### src/rtl/mac_row_ctrl.sv
// Sequencer for one systolic MAC row: weight load, activation stream, output-valid tracking.
// Optional weight reuse (skip the load phase) is enabled by defining MAC_ROW_CTRL_WREUSE_EN.
module mac_row_ctrl #(
    parameter int unsigned DW      = 8,
    parameter int unsigned WW      = 8,
    parameter int unsigned COLUMN  = 6,
    parameter int unsigned LEN_W   = 10,
    parameter int unsigned MAC_LAT = 2,
    parameter int unsigned CA_W    = 3
) (
    input  logic                 clk,
    input  logic                 rst_n,
    input  logic                 start,
    input  logic [LEN_W-1:0]     len,
`ifdef MAC_ROW_CTRL_WREUSE_EN
    input  logic                 reuse_w,
`endif
    output logic                 busy,
    output logic                 done,
    output logic                 w_rd_en,
    output logic [CA_W-1:0]      w_rd_addr,
    input  logic [WW-1:0]        w_rd_data,
    output logic [COLUMN*WW-1:0] wi,
    output logic [COLUMN-1:0]    w_en,
    output logic                 x_rd_en,
    output logic [LEN_W-1:0]     x_rd_addr,
    input  logic [DW-1:0]        x_rd_data,
    output logic [DW-1:0]        xi,
    output logic                 x_vld,
    output logic [COLUMN-1:0]    co_vld
);

    // Valid delay line: stage i holds x_vld delayed i+1 cycles.
    localparam int unsigned ShW = MAC_LAT + COLUMN - 1;

    typedef enum logic [2:0] {StIdle, StWload, StStream, StDrain, StDone} state_e;

    state_e             state_q, state_d;
    logic [LEN_W-1:0]   cnt_q, cnt_d;
    logic [LEN_W-1:0]   len_q, len_d;
    logic               x_vld_q, x_vld_d;
    logic [ShW-1:0]     vld_sr_q, vld_sr_d;

    always_comb begin
        state_d  = state_q;
        cnt_d    = cnt_q;
        len_d    = len_q;
        x_vld_d  = (state_q == StStream);
        vld_sr_d = {vld_sr_q[ShW-2:0], x_vld_q};
        unique case (state_q)
            StIdle: begin
                if (start) begin
                    len_d = len;
                    cnt_d = '0;
`ifdef MAC_ROW_CTRL_WREUSE_EN
                    if (reuse_w) state_d = (len == '0) ? StDrain : StStream;
                    else         state_d = StWload;
`else
                    state_d = StWload;
`endif
                end
            end
            StWload: begin
                if (cnt_q == LEN_W'(COLUMN)) begin
                    cnt_d   = '0;
                    state_d = (len_q == '0) ? StDrain : StStream;
                end else begin
                    cnt_d = cnt_q + 1'b1;
                end
            end
            StStream: begin
                if (cnt_q == len_q - 1'b1) begin
                    cnt_d   = '0;
                    state_d = StDrain;
                end else begin
                    cnt_d = cnt_q + 1'b1;
                end
            end
            StDrain: begin
                // Long enough for the last x_vld to leave the final co_vld tap.
                if (cnt_q == LEN_W'(MAC_LAT + COLUMN - 1)) begin
                    cnt_d   = '0;
                    state_d = StDone;
                end else begin
                    cnt_d = cnt_q + 1'b1;
                end
            end
            StDone:  state_d = StIdle;
            default: state_d = StIdle;
        endcase
    end

    always_ff @(posedge clk or negedge rst_n) begin
        if (!rst_n) begin
            state_q  <= StIdle;
            cnt_q    <= '0;
            len_q    <= '0;
            x_vld_q  <= 1'b0;
            vld_sr_q <= '0;
        end else begin
            state_q  <= state_d;
            cnt_q    <= cnt_d;
            len_q    <= len_d;
            x_vld_q  <= x_vld_d;
            vld_sr_q <= vld_sr_d;
        end
    end

    always_comb begin
        busy      = (state_q != StIdle);
        done      = (state_q == StDone);
        w_rd_en   = (state_q == StWload) && (cnt_q < LEN_W'(COLUMN));
        w_rd_addr = w_rd_en ? cnt_q[CA_W-1:0] : '0;
        // Column k-1 captures the word read in the previous WLOAD cycle.
        for (int c = 0; c < int'(COLUMN); c++) begin
            w_en[c]   = (state_q == StWload) && (cnt_q == LEN_W'(c + 1));
            co_vld[c] = vld_sr_q[MAC_LAT + c - 1];
        end
        x_rd_en   = (state_q == StStream);
        x_rd_addr = x_rd_en ? cnt_q : '0;
        x_vld     = x_vld_q;
        xi        = x_vld_q ? x_rd_data : '0;
    end

    assign wi = {COLUMN{w_rd_data}};

endmodule

### config.mk
export PLATFORM = sky130hd
export DESIGN_NAME = mac_row_ctrl
export DESIGN_NICKNAME = d
export VERILOG_FILES = /design/src/rtl/mac_row_ctrl.sv
export SDC_FILE = /design/constraint.sdc
export NUM_CORES = 1
export LEC_CHECK = 0
export BUFFER_PORTS_ARGS = -buffer_cell sky130_fd_sc_hd__buf_4
export CORE_UTILIZATION = 47
export DETAILED_ROUTE_END_ITERATION = 10
export PLACE_DENSITY = 0.81
export SYNTH_ARGS = -nofsm -noshare
export SYNTH_HDL_FRONTEND = slang
export SYNTH_SLANG_ARGS = --single-unit
### constraint.sdc
create_clock -name clk -period 3.1 [get_ports clk]
set_clock_uncertainty 0.05 [all_clocks]
set_input_delay 0.155 -clock clk [delete_from_list [all_inputs] [get_ports clk]]
set_output_delay 0.155 -clock clk [all_outputs]
set_load 0.1 [all_outputs]
==> Word-level counts from Yosys, hierarchy flattened <==
Cells that the tools add are included.
{ "word_totals": {"regBits": 31, "in_bits": 29, "out_inout_bits": 86, "wordCells": 52} }
{ "classes": {"addsub": 2, "n_mux": 14, "n_eq_ne": 16, "n_reduce_logical": 14, "order_cmp": 1} }
{ "op_table": {"columns": ["operator", "count"], "rows": [
  ["$mux W10", 5],
  ["$eq A10 B3 Y1 const B", 4],
  ["$pmux W10 S4", 1],
  ["$eq A10 B2 Y1 const B", 2],
  ["$mux W3", 5],
  ["$pmux W3 S4", 1],
  ["$add A10 B1 Y10 const B", 1],
  ["$eq A10 B1 Y1 const B", 1],
  ["$eq A10 B10 Y1", 1],
  ["$logic_not A10 Y1", 1],
  ["$lt A10 B3 Y1 const B", 1],
  ["$sub A10 B1 Y10 const B", 1],
  ["$mux W8", 1],
  ["$logic_and A1 B1 Y1", 7],
  ["$eq A3 B2 Y1 const B", 2],
  ["$ne A2 B1 Y1 const B", 2],
  ["$ne A2 B2 Y1 const B", 2],
  ["$reduce_and A2 Y1", 2],
  ["$reduce_and A4 Y1", 1],
  ["$reduce_bool A4 Y1", 1],
  ["$eq A3 B1 Y1 const B", 1],
  ["$eq A3 B3 Y1 const B", 1],
  ["$logic_not A3 Y1", 1],
  ["$reduce_bool A3 Y1", 1],
  ["$mux W1", 1]
]} }

==> Longest topological paths before layout <==
{ "logic_depth": {"word_depth": 4, "ltp_mapped": 10, "depth_no_buf": 9} }

==> Worst setup path after synthesis <==
No wires, ideal clock.
{ "synth_path": {"path_type": "register to output", "from": "register cnt_q[5]", "to": "output w_rd_addr[0]", "n_path_buf": 1, "t_arrival_ns": 3.756, "t_required_ns": 2.895, "stages_incl_launch_ff": 7, "slack_ns": -0.861, "cell_sequence": "dfrtp_1 > clkbuf_1 > nor4_1 > nand2_1 > or3_1 > a21oi_1 > and2_1"} }
{ "synth_via": {"elab_chain_len": 3} }
{ "synth_rtl": {"columns": ["item", "line_no", "rtl"], "rows": [
  ["start, declared", "39", "logic [LEN_W-1:0] cnt_q, cnt_d;"],
  ["start signal, assigned", "102", "cnt_q <= cnt_d;"],
  ["$lt A10 B3 Y1", "112", "w_rd_en = (state_q == StWload) && (cnt_q < LEN_W'(COLUMN));"],
  ["$logic_and A1 B1 Y1", "112", null],
  ["via w_rd_en", "20", "output logic w_rd_en,"],
  ["$mux W3", "113", "w_rd_addr = w_rd_en ? cnt_q[CA_W-1:0] : '0;"],
  ["end, declared", "21", "output logic [CA_W-1:0] w_rd_addr,"]
]} }
The timed path passes the listed nets, and every way through them passes these cells.

==> Worst setup path in the final report <==
{ "layout_path": {"from": "register len_q[0]", "to": "register cnt_q[9]"} }
{ "layout_via": {"elab_chain_len": 4} }
{ "layout_rtl": {"columns": ["item", "line_no", "rtl"], "rows": [
  ["start, declared", "40", "logic [LEN_W-1:0] len_q, len_d;"],
  ["start signal, assigned", "103", "len_q <= len_d;"],
  ["$sub A10 B1 Y10", "72", "if (cnt_q == len_q - 1'b1) begin"],
  ["$eq A10 B10 Y1", "72", null],
  ["$mux W10", "72", null],
  ["$pmux W10 S4", "50", "unique case (state_q)"]
]} }
No other way between the ends.
A chain may end at the register's enable or synchronous reset.

==> flow_summary.yaml <==
die:
  die_w_microns: 73.1
  io_pins: 115
  rows: 25
  core_sq_um: 4790
  initial_utilization_pct: 49.7
  dieHeight_microns: 73.1
  die_area_sq_um: 5350
sta:
  setup-violations-final: 0
  finalHoldViolations: 0
  rsz0062_at_grt: "false"
  clock.fmax_mhz: 345
  max_slew.worst_pin.slew_ns: 0.579
  finalCritPeriodShare_pct: 93.4
  whs_ns: 0.0263
  max_slew_margin_pct: 61.0
  setup_slack_ns: 0.206
  slew_violations: 0
  min_period_ns: 2.89
synthesis:
  syn_nets: 295
  async_flop_share_pct: 100
  ys_seq_elements: 31
  synth_area_per_cell_sq_um: 9.15
  synth_ff_type: "dfrtp_1"
  yosysUniqueCellTypes: 43
  synth_cells: 260
  synth-edff-count: 0
  yosysWarnings: 0
  synth_area_sq_um: 2380
  synth_seq_area_share_pct: 32.6
worst_setup_path:
  cp_slowest_cell: "or4_1"
  reg2reg_slack_ns: 0.21
  critPathMaxStageDelay_ns: 0.58
  cp-endpoint: "cnt_q[9]"
  cp-end-kind: "flop"
  arrival_ns: 3.02
  crit_type: "reg -> reg"
  cp.required_ns: 3.22
  r2r_end: "cnt_q[9]"
  r2r-start: "len_q[0]"
  cp_cell_sequence: "or4_1 > or4_4 > a21o_1 > nand4bb_4 > o21ai_4 > nor3_1 > a211o_1"
  crit_path_start_kind: "flop"
  cp_max_fo: 14
  reg2reg_depth: 7
  crit_path_start: "len_q[0]"
power:
  switching_share_pct: 56.0
  p_sw_mw: 1.82
  p_leak_nw: 1.31
  seqPwrFrac_pct: 23.2
  internal_power_mw: 1.43
  clkPwrFrac_pct: 12.8
  ir_drop_v: 0.00133
  power_density_nw_per_um2: 1240
  combPwrFrac_pct: 64.0
cts:
  cts-root-buf: "clkbuf_8"
  h-tree-depth: 2
  cts_inserted_buffers: 5
  path_clk_slew_ns: 0.07
  clkLatencyLatePin_ns: 0.29
  clockBufferDepth: 2
  tritoncts: "done"
  cts_setup_buffers: 0
  cts_sinks: 31
layout:
  finalInstanceArea_sq_um: 2610
  multiInputGateArea_sq_um: 1120
  antenna_cells: 0
  fin_cells: 332
  drive_gt1_share_pct: 35.1
  nets: 299
  final_util_pct: 54.5
  seqCellArea_sq_um: 776
  area_growth_pct: 9.57
  fillCellCount: 450
min_path:
  whs_path_depth: 3
  min-delay-path-class: "in -> reg"
  hp-start: "len[0]"
routing:
  drt_iter0_markers: 97
  post_drt_via_cell_ratio: 5.20
  wl_per_cell_microns: 14.4
  wirelength_microns: 4790
  drc_errors: 0
  antenna_left: 0
  num_vias: 1728
  first_pass_iters: 4
place:
  dp_hpwl_microns: 3610
  dp.cells: 323
  place_congestion: 0.841
  placed_cell_area_sq_um: 2470
  place_ws_ns: 0.114
  port_buffers: 58
status:
  status: "finished, final reports clean"
grt:
  grt_pass1_vias: 1609
  antenna_found_initial: 0
  grt_pass1_wl_microns: 7500
  grt_usage_pct: 18.6
  grt_overflow: 0
  grt_max_degree: 32
job:
  cap_violations: 0
[placed cells by master, fill, tap and decap left out, drive strengths merged, types with 2 or more instances in the layout]
master	n
a211o	2
a21o	8
a21oi	7
and2	10
and3	17
buf	63
clkbuf	6
dfrtp	31
ha	6
inv	8
mux2	9
nand2	11
nand3	4
nand4b	3
nor2	8
nor3	9
nor3b	6
nor4	3
o21ai	11
o21bai	3
o31ai	3
or2	3
or3	5
or4	2
xnor2	8
xor2	4
[worst min-delay path by stage]
stage	end	slack [ns]
CTS	len_q[0]	0.02
global route	len_q[7]	0.04
finish	len_q[0]	0.03
detailed placement	cnt_q[4]	0.07
floorplan	cnt_q[0]	-0.19
global placement	cnt_q[6]	0.06
[Yosys cell counts (3+ instances only)]
cell type,count,area share (%)
xnor2_1,8,2.9
mux2_2,9,4.3
nor2_1,6,0.95
o21bai_1,3,0.95
nor3b_1,6,1.9
a21o_1,8,2.5
nand4b_1,3,1.1
ha_1,6,3.2
or3_1,5,1.3
nand3_1,4,0.84
o21ai_0,10,2.1
a21oi_1,7,1.5
xor2_1,4,1.5
nor4_1,3,0.79
or2_2,3,0.79
o31ai_1,3,0.95
and3_1,17,4.5
dfrtp_1,31,33
and2_1,10,2.6
clkbuf_1,10,1.6
buf_4,54,17
nor3_1,9,1.9
inv_1,8,1.3
nand2_1,11,1.7
[per-stage QoR]
step | TNS, ns | power (mW)
floorplan | -1.18 | 2.75
global placement | 0 | 2.79
detailed placement | 0 | 2.83
CTS | 0 | 3.25
global route | 0 | 3.41
finish | 0 | 3.24
[flip-flops by register name, indices dropped and copies added, names as in the netlist]
name / count
cnt_q: 10
vld_sr_q: 7
state_q: 3
len_q: 10
x_vld: 1
[power by group through the flow]
stage / clock network [mW] / logic (mW) / registers, mW
2_1_floorplan: 0 / 2.04 / 0.709
3_3_place_gp: 0 / 2.05 / 0.745
3_5_place_dp: 0 / 2.07 / 0.755
4_1_cts: 0.422 / 2.08 / 0.748
5_1_grt: 0.441 / 2.19 / 0.780
6_report: 0.415 / 2.08 / 0.751
[repair_timing]
| item | CTS | global route |
|---|---|---|
| hold buffers | 1 | 0 |
| resized for setup | 0 | 1 |
| hold endpoints to repair | 31 | 0 |
| endpoints found under the setup margin | 0 | 3 |
[cells by family (layout without fill, tap and decap cells)]
kind of cell / Yosys count / count (layout) / synth area share [%]
buffers and inverters: 75 / 80 / 21.0
adder cells (fa/ha/maj): 6 / 6 / 3.16
AO/OA/AOI/OAI: 42 / 42 / 12.7
flip-flops: 31 / 31 / 32.6
AND/OR/NAND/NOR: 85 / 85 / 21.8
multiplexers: 9 / 9 / 4.26
XOR/XNOR: 12 / 12 / 4.42
[final cells by class]
| class | count | share of cell area (%) |
|---|---|---|
| repair buffers | 64 | 18.5 |
| flip-flops and latches | 31 | 29.8 |
| clock buffers | 6 | 3.17 |
| inverters | 8 | 1.15 |
| well taps | 67 | 3.22 |
| clock inverters | 2 | 1.34 |
| multi-input cells | 154 | 42.8 |
[worst max-delay path: cells and delay by family (launching register included)]
family | cells | cell delay [ns]
AO/OA/AOI/OAI | 3 | 0.85
AND/OR/NAND/NOR | 4 | 1.43
flip-flops | 1 | 0.44
[metal layers]
layer	global-route usage [%]	vias up	wire length, microns
li1	-	859	-
met1	23.3	821	2090
met4	7.19	0	73
met5	0	-	0
met2	30.6	38	2350
met3	5.11	10	276
(Power assumes the default switching activity.)
